===== src/rtl/ex_stage.sv =====
// Execute stage: one stage register feeding a combinational ALU / address unit.
// Optional iterative multiplier enabled by defining EX_STAGE_MUL_EN.
module ex_stage #(
  parameter int DATA_W = 32
) (
  input  logic              clk,
  input  logic              rst,
  input  logic              stall,
  input  logic              flush,
  input  logic [5:0]        aluop,
  input  logic [DATA_W-1:0] reg_1,
  input  logic [DATA_W-1:0] reg_2,
  input  logic [4:0]        write_reg,
  input  logic              we,
  input  logic [31:0]       id_inst,
  input  logic [DATA_W-1:0] link_addr,
  output logic              exe_we,
  output logic [4:0]        exe_write_reg,
  output logic [DATA_W-1:0] exe_write_data,
  output logic              last_is_load,
  output logic [DATA_W-1:0] mem_addr,
  output logic [DATA_W-1:0] mem_wdata,
  output logic [5:0]        mem_aluop,
  output logic              stall_req
);

  localparam logic [5:0] EXE_NOP_OP  = 6'd0;
  localparam logic [5:0] EXE_AND_OP  = 6'd1;
  localparam logic [5:0] EXE_OR_OP   = 6'd2;
  localparam logic [5:0] EXE_XOR_OP  = 6'd3;
  localparam logic [5:0] EXE_NOR_OP  = 6'd4;
  localparam logic [5:0] EXE_ADD_OP  = 6'd5;
  localparam logic [5:0] EXE_SUB_OP  = 6'd6;
  localparam logic [5:0] EXE_SLT_OP  = 6'd7;
  localparam logic [5:0] EXE_SLTU_OP = 6'd8;
  localparam logic [5:0] EXE_SLL_OP  = 6'd9;
  localparam logic [5:0] EXE_SRL_OP  = 6'd10;
  localparam logic [5:0] EXE_SRA_OP  = 6'd11;
  localparam logic [5:0] EXE_JAL_OP  = 6'd12;
  localparam logic [5:0] EXE_LB_OP   = 6'd13;
  localparam logic [5:0] EXE_LW_OP   = 6'd14;
  localparam logic [5:0] EXE_SB_OP   = 6'd15;
  localparam logic [5:0] EXE_SW_OP   = 6'd16;
  localparam logic [5:0] EXE_MUL_OP  = 6'd17;

  logic [5:0]        aluop_p0;
  logic [DATA_W-1:0] r1_p0;
  logic [DATA_W-1:0] r2_p0;
  logic [4:0]        wreg_p0;
  logic              we_p0;
  logic [31:0]       inst_p0;
  logic [DATA_W-1:0] link_p0;
  logic              load_en;

  assign load_en = !stall && !stall_req;

  // ---- stage register: ID -> EX (bubble on reset/flush, hold on any stall)
  always_ff @(posedge clk) begin
    if (rst || (load_en && flush)) begin
      aluop_p0 <= EXE_NOP_OP;
      r1_p0    <= '0;
      r2_p0    <= '0;
      wreg_p0  <= '0;
      we_p0    <= 1'b0;
      inst_p0  <= '0;
      link_p0  <= '0;
    end else if (load_en) begin
      aluop_p0 <= aluop;
      r1_p0    <= reg_1;
      r2_p0    <= reg_2;
      wreg_p0  <= write_reg;
      we_p0    <= we;
      inst_p0  <= id_inst;
      link_p0  <= link_addr;
    end
  end

`ifdef EX_STAGE_MUL_EN
  typedef enum logic [1:0] {IDLE, BUSY, DONE} mul_state_t;

  mul_state_t        state, state_next;
  logic [4:0]        cnt;
  logic [DATA_W-1:0] acc;
  logic [DATA_W-1:0] mcand;
  logic [DATA_W-1:0] mplier;
  logic              mul_start;

  // The multiply starts on the same edge the MUL is latched into the stage.
  assign mul_start = load_en && !flush && (aluop == EXE_MUL_OP);

  always_ff @(posedge clk) begin
    if (rst) begin
      state <= IDLE;
      cnt   <= '0;
    end else begin
      state <= state_next;
      cnt   <= (state == BUSY) ? cnt + 5'd1 : 5'd0;
    end
  end

  always_comb begin
    state_next = state;
    stall_req  = 1'b0;
    case (state)
      IDLE: if (mul_start) state_next = BUSY;
      BUSY: begin
        stall_req = 1'b1;
        if (cnt == 5'd31) state_next = DONE;
      end
      DONE: state_next = mul_start ? BUSY : IDLE;
      default: state_next = IDLE;
    endcase
  end

  // Shift-add datapath; only the low DATA_W bits of the product are kept.
  always_ff @(posedge clk) begin
    if (mul_start) begin
      acc    <= '0;
      mcand  <= reg_1;
      mplier <= reg_2;
    end else if (state == BUSY) begin
      if (mplier[0]) acc <= acc + mcand;
      mcand  <= mcand << 1;
      mplier <= mplier >> 1;
    end
  end
`else
  assign stall_req = 1'b0;
`endif

  logic signed [DATA_W-1:0] r1_s;
  logic signed [DATA_W-1:0] r2_s;
  logic [4:0]               shamt;
  logic [DATA_W-1:0]        eff_addr;
  logic [DATA_W-1:0]        result;
  logic                     listed;

  assign r1_s     = r1_p0;
  assign r2_s     = r2_p0;
  assign shamt    = r1_p0[4:0];
  assign eff_addr = r1_p0 + {{(DATA_W-16){inst_p0[15]}}, inst_p0[15:0]};

  // ---- execute: combinational from the stage register
  always_comb begin
    result       = '0;
    listed       = 1'b1;
    mem_addr     = '0;
    mem_wdata    = '0;
    last_is_load = 1'b0;
    case (aluop_p0)
      EXE_ADD_OP:  result = r1_p0 + r2_p0;
      EXE_SUB_OP:  result = r1_p0 - r2_p0;
      EXE_AND_OP:  result = r1_p0 & r2_p0;
      EXE_OR_OP:   result = r1_p0 | r2_p0;
      EXE_XOR_OP:  result = r1_p0 ^ r2_p0;
      EXE_NOR_OP:  result = ~(r1_p0 | r2_p0);
      EXE_SLT_OP:  result = {{(DATA_W-1){1'b0}}, (r1_s < r2_s)};
      EXE_SLTU_OP: result = {{(DATA_W-1){1'b0}}, (r1_p0 < r2_p0)};
      EXE_SLL_OP:  result = r2_p0 << shamt;
      EXE_SRL_OP:  result = r2_p0 >> shamt;
      EXE_SRA_OP:  result = r2_s >>> shamt;
      EXE_JAL_OP:  result = link_p0;
      EXE_LB_OP, EXE_LW_OP: begin
        mem_addr     = eff_addr;
        last_is_load = 1'b1;
      end
      EXE_SB_OP, EXE_SW_OP: begin
        mem_addr  = eff_addr;
        mem_wdata = r2_p0;
      end
`ifdef EX_STAGE_MUL_EN
      EXE_MUL_OP:  result = (state == DONE) ? acc : '0;
`endif
      default:     listed = 1'b0;
    endcase
  end

  assign exe_write_data = result;
  assign exe_we         = we_p0 && listed && !stall_req;
  assign exe_write_reg  = wreg_p0;
  assign mem_aluop      = aluop_p0;

endmodule

===== config.mk =====
export PLATFORM = sky130hd
export DESIGN_NAME = ex_stage
export DESIGN_NICKNAME = d
export VERILOG_FILES = /design/src/rtl/ex_stage.sv
export SDC_FILE = /design/constraint.sdc
export NUM_CORES = 1
export LEC_CHECK = 0
export CORE_MARGIN = 3
export CORE_UTILIZATION = 60
export CTS_CLUSTER_DIAMETER = 50
export DETAILED_ROUTE_END_ITERATION = 8
export PLACE_DENSITY_LB_ADDON = 0.1
export SYNTH_ARGS = -nofsm -noshare
export SYNTH_HDL_FRONTEND = slang
export SYNTH_SLANG_ARGS = --single-unit
export TNS_END_PERCENT = 10

===== constraint.sdc =====
create_clock -name clk -period 10.6 [get_ports clk]
set_clock_uncertainty 0.05 [all_clocks]
set_input_delay 3.18 -clock clk [delete_from_list [all_inputs] [get_ports clk]]
set_output_delay 3.18 -clock clk [all_outputs]
set_load 0.05 [all_outputs]

==> results of run 1 <==
## stage by stage
step / util (%) / hold WS, ns / cells
3_3_place_gp: 72.3 / 0.427 / 2441
6_report: 74.7 / 0.457 / 2473
2_1_floorplan: - / 0.413 / 2012
4_1_cts: 74.7 / 0.458 / 2472
5_1_grt: 74.7 / 0.487 / 2472
3_5_place_dp: 72.3 / 0.442 / 2441
## worst paths after layout
kind                                           startpoint                   endpoint
worst min-delay path              link_p0[8]$_SDFFE_PP0N_    link_p0[8]$_SDFFE_PP0N_
worst max-delay path                r1_p0[0]$_SDFFE_PP0N_         exe_write_data[30]
worst max register to register  mem_aluop[0]$_SDFFE_PP0N_  mem_aluop[0]$_SDFFE_PP0N_
worst min register to register    link_p0[8]$_SDFFE_PP0N_    link_p0[8]$_SDFFE_PP0N_
## layer usage
| layer | part of all wire (%) | routed length (um) | vias up | global-route usage [%] |
|---|---|---|---|---|
| li1 | - | - | 7582 | - |
| met1 | 37 | 22500 | 7921 | 54.0 |
| met4 | 7.7 | 4770 | 2 | 28.1 |
| met3 | 12 | 7380 | 356 | 12.8 |
| met5 | 0.026 | 16 | - | 0 |
| met2 | 44 | 26800 | 1353 | 70.1 |
## cells by family after synthesis
kind of cell | Yosys count
mux | 220
xor+xnor | 31
buf+inv | 257
other cells | 1
compound gates | 613
simple gates | 636
fa+ha+maj | 130
flops | 124
## cell usage after synthesis (all sizes together) (4+ instances only)
library cell and instances:
dfxtp 124, or2 5, nand2 133, o21a 9, mux4 25, a31oi 22
buf 33, o31ai 7, nor2 318, a211oi 33, mux2 14, nand3 21
a2111oi 4, nor2b 10, ha 127, mux2i 181, o2111ai 10, or4 6
or3 5, inv 105, nor4 7, a221oi 38, nor3 28, o21ai 129
clkbuf 119, nand2b 19, xor2 15, and3 12, a21boi 4, a221o 23
nand4 18, o21bai 26, and2 41, a311o 4, o311ai 4, o211ai 26
a211o 8, a22oi 16, o221ai 8, o22ai 20, xnor2 16, a21oi 151
a21o 36
## worst max-delay path: cells and delay by family, from the launching register on
family                     cells  cell delay, ns
AOI/OAI and AO/OA              8            2.19
buffers and inverters          3            1.69
adders and majority gates      2            0.85
and+or+nand+nor                2            0.49
DFF                            1            0.37
## power by group through the flow
stage               logic, mW  registers (mW)  clock network [mW]
finish                  0.674           0.539               0.622
global route            0.715           0.539               0.636
CTS                     0.654           0.535               0.614
detailed placement      0.649           0.545                   0
global placement        0.633           0.543                   0
floorplan               0.443           0.528                   0
## layout make-up
class	count	area (um^2)
Multi-Input combinational cell	1631	11400
Fill cell	1736	6040
Timing Repair Buffer	262	2560
Sequential cell	124	2490
Clock buffer	18	450
Tap cell	319	399
Inverter	105	394
Clock inverter	13	133
Antenna cell	1	2.50
==> summary.md, run 1 <==
| Metric | Value |
|---|---|
| CTS resizes | 0 |
| Sequential fraction of the synthesis area | 16.7% |
| Placed inst area | 17300 um^2 |
| Flop pwr share | 29.4% |
| Synth Area in XOR/XNOR | 1.83% |
| Top fanout value on the critical path | 78 |
| Fin Setup TNS | 0 ns |
| Seq cells post-synth | 124 |
| TritonCTS Sinks | 124 |
| Worst path slowest cell | clkdlybuf4s50_1 |
| WP data required | 7.37 ns |
| Cell count after synthesis | 2012 |
| P&R area growth vs syn | 20.2% |
| Tot Pwr | 1.83 mW |
| Power per cell area | 103 nW/um^2 |
| R2R depth | 2 |
| Port Buffer Count | 236 |
| Area of the core | 23900 um^2 |
| Post-Synthesis Net Count | 2286 |
| Die Area | 26700 um^2 |
| Initial core utilization | 62.2% |
| Worst setup SP type | register |
| ANT nets after route | 0 |
| Dominant synthesized flop cell | dfxtp_1 |
| Drt first pass iters | 8 |
| Post-CTS setup repair buffer count | 0 |
| Kind of critical path | register to output pin |
| Ranking of synthesized cells by area | dfxtp_1, mux2i_1, ha_1 |
| Worst path max stage delay | 0.81 ns |
| Worst slew pin tran | 1.16 ns |
| Period utilisation layout | 87.5% |
| Commonest non-fill, non-tap cells in the layout | nor2_1, clkdlybuf4s50_1, mux2i_1 |
| Post-synth EDFFs | 0 |
| Initial antenna violation count | 1 |
| Die width | 163 um |
| Cts hold-fix bufs | 0 |
| Leakage Power | 7.38 nW |
| Largest family of logic cells by synthesized area | compound AO/OA/AOI/OAI gates |
| I/O Pins | 254 |
| Peak VDD IR | 0.111 mV |
| Ys async rst share | 0% |
| Switch share | 40.6% |
| Worst setup margin | 1.33 ns |
| Synth Area in Simple Gates | 19.0% |
| HP Class | register to register |
| Slew headroom | 22.9% |
| Clock power frac | 33.9% |
| All-Layer GR Usage | 44.8% |
| Cell Chain, Critical Path | buf_4 -> ha_1 -> inv_1 -> fa_1 -> nor2b_1 -> o211ai_1 -> a311o_1 -> a21oi_1 -> a31o_2 -> a311o_1 -> a31oi_1 -> o2111a_1 -> a21oi_1 -> nand4b_1 -> clkdlybuf4s50_1 |
| Max Transition Viols Final | 0 |
| Nets | 2415 |
| Worst-Skew Late Latency | 0.44 ns |
| Compound-cell area share of the yosys netlist | 27.6% |
| Leading area contributor after synthesis | dfxtp_1 |
| Hold Vio Cnt, Final | 0 |
| Combinational Power Share | 36.7% |
| Die height | 163 um |
| Psw | 0.746 mW |
| Arrival @ worst endpoint | 6.04 ns |
| Final Cell Area | 17800 um^2 |
| Leading cell type in the layout, fill and taps excluded | nor2_1 |
| Pin count of the biggest net entering global routing | 81 |
| Root buffer cell | clkbuf_16 |
| CTS tree | yes |
| P_int | 1.09 mW |
| Mux share of post-synthesis cell area | 17.1% |
| Crit path time final | 9.27 ns |
| Global-route wire length before repair | 93800 um |
| Number of unique standard cell types used by synthesis | 77 |
| TritonCTS Buffers | 17 |
| Number of max-cap violations | 0 |
| Share of post-route cells with drive strength above 1 | 5.67% |
| Synth Cell Area | 14900 um^2 |
| Crit path capture type | output pin |
| Clk slew on worst S/H paths | 0.07 ns |
| Routability congestion estimate from global placement | 1.05 |
| DR vias/cell | 6.96 |
| Vias in the first global route | 16500 |
| Avg WL per Cell | 24.9 um |
| RSZ-0062 raised after global routing | no |
| YS warnings | 0 |
| Largest registers | link_p0 x32, r1_p0 x32, r2_p0 x32 |
| Syn_area_per_cell | 7.38 um^2 |
| Max Fclk | 0.108 GHz |
| Synth top area share | 16.7% |
| Grt total ovfl | 0 |
| Clock Path Buffers | 2 |
| Status | complete, no violations |
| Setup slack, reg-to-reg | 9.29 ns |
| DRT iter0 DRCs | 2522 |
| Drt total wl | 61500 um |
| DRC Markers | 0 |
| # H-tree levels | 4 |
| Hold-critical path depth | 2 |
| Setup violations, final | 0 |
| Vias | 17200 |
| Adder-Cell Fraction of Synth Area | 11.1% |
| DP HPWL | 44600 um |
| Pre-CTS setup slack | 2.04 ns |
| Cell Rows | 56 |
Note: power is estimated with default switching activity, not from simulation.
==> run 2: changes to the inputs <==
--- a/config.mk
+++ b/config.mk
@@ -5,6 +5,8 @@
 export SDC_FILE = /design/constraint.sdc
 export NUM_CORES = 1
 export LEC_CHECK = 0
+export ABC_AREA = 0
+export ABC_CLOCK_PERIOD_IN_PS = 10600
 export CORE_MARGIN = 3
 export CORE_UTILIZATION = 60
 export CTS_CLUSTER_DIAMETER = 50
==> results of run 2 <==
The final DEF is identical to that of run 1; final timing and power are the same.
